===== config.mk =====
export PLATFORM = sky130hd
export DESIGN_NAME = usb_tx_serializer
export DESIGN_NICKNAME = d
export VERILOG_FILES = /design/src/rtl/usb_tx_pkg.sv /design/src/rtl/usb_tx_bit_timer.sv /design/src/rtl/usb_tx_serializer.sv
export SDC_FILE = /design/constraint.sdc
export NUM_CORES = 1
export LEC_CHECK = 0
export ABC_CLOCK_PERIOD_IN_PS = 1610
export CAP_MARGIN = 10
export CELL_PAD_IN_SITES_DETAIL_PLACEMENT = 0
export CELL_PAD_IN_SITES_GLOBAL_PLACEMENT = 1
export CORE_MARGIN = 8
export CORE_UTILIZATION = 34
export DETAILED_ROUTE_END_ITERATION = 10
export PLACE_DENSITY_LB_ADDON = 0.1
export SLEW_MARGIN = 40
export SYNTH_ARGS = -nofsm -noshare
export SYNTH_HDL_FRONTEND = slang
export SYNTH_SLANG_ARGS = --single-unit

===== constraint.sdc =====
create_clock -name clk -period 1.61 [get_ports clk]
set_input_delay 0.322 -clock clk [delete_from_list [all_inputs] [get_ports clk]]
set_output_delay 0.322 -clock clk [all_outputs]
set_load 0.02 [all_outputs]

===== src/rtl/usb_tx_pkg.sv =====
// Shared encodings and constants for the USB full-speed transmit serializer.
package usb_tx_pkg;

    typedef enum logic [2:0] {
        ST_IDLE   = 3'd0,
        ST_PID    = 3'd1,
        ST_SYNC   = 3'd2,
        ST_DATA   = 3'd3,
        ST_CRC_HI = 3'd4,
        ST_CRC_LO = 3'd5,
        ST_EOP1   = 3'd6,
        ST_EOP2   = 3'd7
    } tx_phase_t;

    // Line levels packed as {dplus, dminus}
    typedef enum logic [1:0] {
        LINE_SE0 = 2'b00,
        LINE_K   = 2'b01,
        LINE_J   = 2'b10
    } line_t;

    localparam int STUFF_LIMIT = 6;
    localparam int ONES_W      = 3;
    localparam int TIMER_W     = 4;
    localparam int PHASE_W     = 2;

    // 8 + 8 + 9 = 25 clks of 100 MHz per 3 bits of 12 Mb/s
    localparam logic [TIMER_W-1:0] PERIOD_0 = 4'd8;
    localparam logic [TIMER_W-1:0] PERIOD_1 = 4'd8;
    localparam logic [TIMER_W-1:0] PERIOD_2 = 4'd9;
    localparam logic [PHASE_W-1:0] LAST_PHASE = 2'd2;

    function automatic logic [TIMER_W-1:0] period_of(input logic [PHASE_W-1:0] phase);
        case (phase)
            2'd0:    period_of = PERIOD_0;
            2'd1:    period_of = PERIOD_1;
            default: period_of = PERIOD_2;
        endcase
    endfunction

    function automatic line_t nrzi_toggle(input line_t line);
        return (line == LINE_J) ? LINE_K : LINE_J;
    endfunction

    function automatic logic carries_bits(input logic [2:0] state_val);
        return state_val inside {ST_PID, ST_SYNC, ST_DATA, ST_CRC_HI, ST_CRC_LO};
    endfunction

endpackage


===== src/rtl/usb_tx_bit_timer.sv =====
// 12 Mb/s bit-tick generator from a 100 MHz clock using an 8/8/9 period rotation.
module usb_tx_bit_timer
    import usb_tx_pkg::*;
(
    input  logic clk,
    input  logic n_rst,
    input  logic enable_timer,
    input  logic clear_timer,
    output logic tick
);

    logic [TIMER_W-1:0] remain;
    logic [PHASE_W-1:0] phase;

    // remain==0 means "start of a period": the next enabled clk loads period-1,
    // so the terminal count of 1 lands exactly period clks after the load.
    assign tick = enable_timer && !clear_timer && (remain == 4'd1);

    always_ff @(posedge clk or negedge n_rst) begin
        if (!n_rst) begin
            remain <= '0;
            phase  <= '0;
        end else if (clear_timer) begin
            remain <= '0;
            phase  <= '0;
        end else if (enable_timer) begin
            if (remain == '0) begin
                remain <= period_of(phase) - 4'd1;
            end else begin
                remain <= remain - 4'd1;
            end
            if (tick) begin
                phase <= (phase == LAST_PHASE) ? '0 : phase + 2'd1;
            end
        end
    end

endmodule


===== src/rtl/usb_tx_serializer.sv =====
// USB full-speed transmit serializer: byte shift-out, bit stuffing, NRZI and EOP line drive.
//
// line state | meaning
// LINE_J     | idle / differential 1 level (D+=1, D-=0)
// LINE_K     | differential 0 level (D+=0, D-=1)
// LINE_SE0   | single-ended zero during EOP1
module usb_tx_serializer
    import usb_tx_pkg::*;
(
    input  logic       clk,
    input  logic       n_rst,
    input  logic       enable_timer,
    input  logic       clear_timer,
    input  logic       load_enable,
    input  logic [7:0] data_pts,
    input  logic [2:0] state_val,
    output logic       flag,
    output logic       dplus_out,
    output logic       dminus_out
);

    logic              tick;
    line_t             line_q;
    line_t             line_next;
    logic [6:0]        shift_reg;
    logic [6:0]        shift_next;
    logic [2:0]        bit_cnt;
    logic [2:0]        bit_cnt_next;
    logic [ONES_W-1:0] ones_cnt;
    logic [ONES_W-1:0] ones_next;
    logic              flag_next;
    logic              tx_bit;

    usb_tx_bit_timer u_timer (
        .clk          (clk),
        .n_rst        (n_rst),
        .enable_timer (enable_timer),
        .clear_timer  (clear_timer),
        .tick         (tick)
    );

    assign {dplus_out, dminus_out} = line_q;

    always_comb begin
        line_next    = line_q;
        shift_next   = shift_reg;
        bit_cnt_next = bit_cnt;
        ones_next    = ones_cnt;
        flag_next    = 1'b0;
        tx_bit       = 1'b1;
        if (tick) begin
            if (carries_bits(state_val)) begin
                if (ones_cnt == ONES_W'(STUFF_LIMIT)) begin
                    // stuffed 0: data position and shift register stay put
                    tx_bit    = 1'b0;
                    ones_next = '0;
                end else begin
                    if (bit_cnt == 3'd0) begin
                        tx_bit     = load_enable ? data_pts[0] : 1'b1;
                        shift_next = load_enable ? data_pts[7:1] : 7'h7f;
                    end else begin
                        tx_bit     = shift_reg[0];
                        shift_next = {1'b0, shift_reg[6:1]};
                    end
                    ones_next    = tx_bit ? ones_cnt + 3'd1 : '0;
                    bit_cnt_next = bit_cnt + 3'd1;
                    flag_next    = (bit_cnt == 3'd7);
                end
                line_next = tx_bit ? line_q : nrzi_toggle(line_q);
            end else if (state_val == ST_EOP1) begin
                // bit_cnt keeps pacing flag so upstream can leave EOP1
                line_next    = LINE_SE0;
                ones_next    = '0;
                bit_cnt_next = bit_cnt + 3'd1;
                flag_next    = (bit_cnt == 3'd7);
            end else begin
                // idle and EOP2 re-arm the byte framing for the next packet
                line_next    = LINE_J;
                ones_next    = '0;
                bit_cnt_next = 3'd0;
            end
        end
    end

    always_ff @(posedge clk or negedge n_rst) begin
        if (!n_rst) begin
            line_q    <= LINE_J;
            shift_reg <= '0;
            bit_cnt   <= '0;
            ones_cnt  <= '0;
            flag      <= 1'b0;
        end else if (clear_timer) begin
            bit_cnt  <= '0;
            ones_cnt <= '0;
            flag     <= 1'b0;
        end else begin
            line_q    <= line_next;
            shift_reg <= shift_next;
            bit_cnt   <= bit_cnt_next;
            ones_cnt  <= ones_next;
            flag      <= flag_next;
        end
    end

endmodule

==> impl_metrics.env <==
export IMPL_async_flop_share=1.00
export IMPL_synth_area_leaders="dfrtp_1 (40%), mux2_2 (7.8%), ha_1 (7.7%)"
export IMPL_synth_nets=156
export IMPL_drt_iter0_markers=28
export IMPL_cts_tree="yes"
export IMPL_rr_worst_depth=4
export IMPL_fp_dieH_um=77.8
export IMPL_clkSlewWorstSetupHoldPaths_ns=0.08
export IMPL_clockRootBuffer="clkbuf_8"
export IMPL_wl_per_cell_um=13.3
export IMPL_clock_latency_ns=0.26
export IMPL_multi_input_area_um2=752
export IMPL_nNetsFinal=206
export IMPL_min_period_ns=1.70
export IMPL_io_pins=19
export IMPL_r2r_start="ones_cnt[1]"
export IMPL_hold_class="in2async"
export IMPL_total_power_mw=1.63
export IMPL_diodes=0
export IMPL_min_period_over_period=1.06
export IMPL_path_cells="ha_2 -> a221o_2 -> or4_1 -> a21oi_1"
export IMPL_dr_wl_met2_um=1510
export IMPL_ant_nets=0
export IMPL_top_layer="met4"
export IMPL_setup_viol=9
export IMPL_outcome="finished with violations"
export IMPL_rsz0062_at_grt="yes"
export IMPL_grt_max_degree=23
export IMPL_slew_headroom=0.791
export IMPL_yosysUniqueCellTypes=37
export IMPL_fin_skew_ns=0.00478
export IMPL_cts_max_level=1
export IMPL_io_buffers=18
export IMPL_hold_buffers=0
export IMPL_route_met3_wl_um=84
export IMPL_layout_cells_non_filler=229
export IMPL_synth_common_cells="dfrtp_1 (21), inv_1 (13), nand2_1 (11)"
export IMPL_seq_area_um2=553
export IMPL_synth_cells=132
export IMPL_initial_utilization=0.355
export IMPL_max_stage_delay_ns=0.49
export IMPL_dp_cells=221
export IMPL_post_drt_via_cell_ratio=4.88
export IMPL_dieArea_mm2=0.00605
export IMPL_hold_ws_ns=0.409
export IMPL_die_w_um=77.8
export IMPL_largest_register_ffs=7
export IMPL_slew_viol_final=0
export IMPL_setup_worst_path_end_class="flop"
export IMPL_tns_ns=-0.546
export IMPL_synth_edf_count=0
export IMPL_gp_congestion=0.799
export IMPL_start_kind="flop"
export IMPL_syn_avg_cell_area_um2=9.84
export IMPL_crit_fanout=6
export IMPL_clock_fmax_mhz=588
export IMPL_core_area_mm2=0.00366
export IMPL_grt_pass1_wl_um=5110
export IMPL_power_density_mw_per_mm2=871
export IMPL_grtUsageTotal=0.101
export IMPL_post_dp_hpwl_um=2310
export IMPL_cp_startpoint="ones_cnt[1]"
export IMPL_setup_slack_ns=-0.0904
export IMPL_crit_path_top_delay_cell="or4_1"
export IMPL_wl_um=3040
export IMPL_yosysSeqAreaShare=0.425
export IMPL_vdd_ir_drop_max_mv=0.673
export IMPL_crit_type="reg2reg"
export IMPL_yosys_warnings=0
export IMPL_cts_buffer_depth=2
export IMPL_num_fill_cells=355
export IMPL_row_count=22
export IMPL_synth_most_common_cell="dfrtp_1"
export IMPL_antenna_found_initial=0
export IMPL_drc=0
export IMPL_numClockSinks=22
export IMPL_drive_above_1_share=0.337
export IMPL_met1_length_um=1430
export IMPL_synth_top_cell_by_area="dfrtp_1"
export IMPL_grt_pass1_vias=1124
export IMPL_overflow=0
export IMPL_yosys_register_bits=22
export IMPL_critPathArrivalTime_ns=1.89
export IMPL_worstPathRequired_ns=1.80
export IMPL_areaGrowthSynthToFinish_pct=44.3
export IMPL_num_vias=1117
export IMPL_syn_area_mm2=0.00130
export IMPL_finalHoldViolCount=0
export IMPL_synthFlopType="dfrtp_1"
export IMPL_cts_buffers=3
export IMPL_tightest_slew_ns=0.312
export IMPL_synth_top_area_share=0.405
export IMPL_maxCapViolCount=0
export IMPL_violations="negative setup slack"
export IMPL_dr_pass1_iters=4
export IMPL_p_leak_nw=0.843
[power breakdown]
group / switching, mW / internal [mW] / total (mW)
logic: 0.211 / 0.269 / 0.480
registers: 0.0799 / 0.678 / 0.758
clock network: 0.177 / 0.218 / 0.395
[worst paths after layout]
| check | end | slack, ns |
|---|---|---|
| setup / recovery | ones_cnt[0] | -0.09 |
| hold / removal | shift_reg[1] | 0.41 |
| setup reg to reg | ones_cnt[0] | -0.09 |
| hold reg to reg | shift_reg[3] | 0.51 |
| max in group asynchronous | line_q[1] | 0.92 |
| min in group clk | shift_reg[3] | 0.51 |
[critical path: cells and delay by family (launching register included)]
family                     cells  cell delay [ns]
AOI/OAI and AO/OA              2             0.56
and+or+nand+nor                1             0.49
DFF                            1             0.39
adders and majority gates      1             0.19
[cells by family after synthesis]
family	count (synthesis)	synth area share
simple gates	44	0.192
compound gates	28	0.142
flops	22	0.425
buf+inv	17	0.0559
mux	13	0.109
fa+ha+maj	8	0.0771
[cell usage in the layout, fill, tap and decap left out, types with 6 or more instances in the layout]
| cell type | synthesis | layout |
|---|---|---|
| buf_4 | 0 | 31 |
| dfrtp_1 | 21 | 20 |
| inv_1 | 13 | 13 |
| clkdlybuf4s50_1 | 0 | 12 |
| nand2_1 | 11 | 11 |
| nor2_1 | 9 | 9 |
| mux2_2 | 9 | 8 |
| a21oi_1 | 8 | 7 |
| a31oi_1 | 7 | 7 |
| ha_1 | 8 | 6 |
| dlygate4sd2_1 | 0 | 6 |
[layout make-up]
cell class,instances,share of cell area
multi-input combinational,93,0.401
sequential,22,0.295
timing repair buffer,49,0.216
tap,48,0.0320
clock buffer,4,0.0294
inverter,13,0.0260
[stage by stage]
step                      instance area, um2   util  setup slack [ns]
final                                   1870  0.512           -0.0904
after detailed placement                1730  0.473            -0.434
after CTS                               1850  0.505           -0.0899
after global routing                    1870  0.512            -0.155
after floorplan                         1310      -           -0.0297
after global placement                  1730  0.473            -0.420
[per-layer routing]
metal | up-vias | global-route usage
li1 | 565 | -
met1 | 539 | 0.125
met2 | 11 | 0.172
met3 | 2 | 0.0276
met4 | 0 | 0.0170
met5 | - | 0
[timing repair]
action / in CTS / in global routing
setup buffers: 4 / 0
endpoints found under the setup margin: 16 / 16
pin swaps: 6 / 4
resized for setup: 14 / 6
No activity file was read; power rests on OpenSTA's default activity.
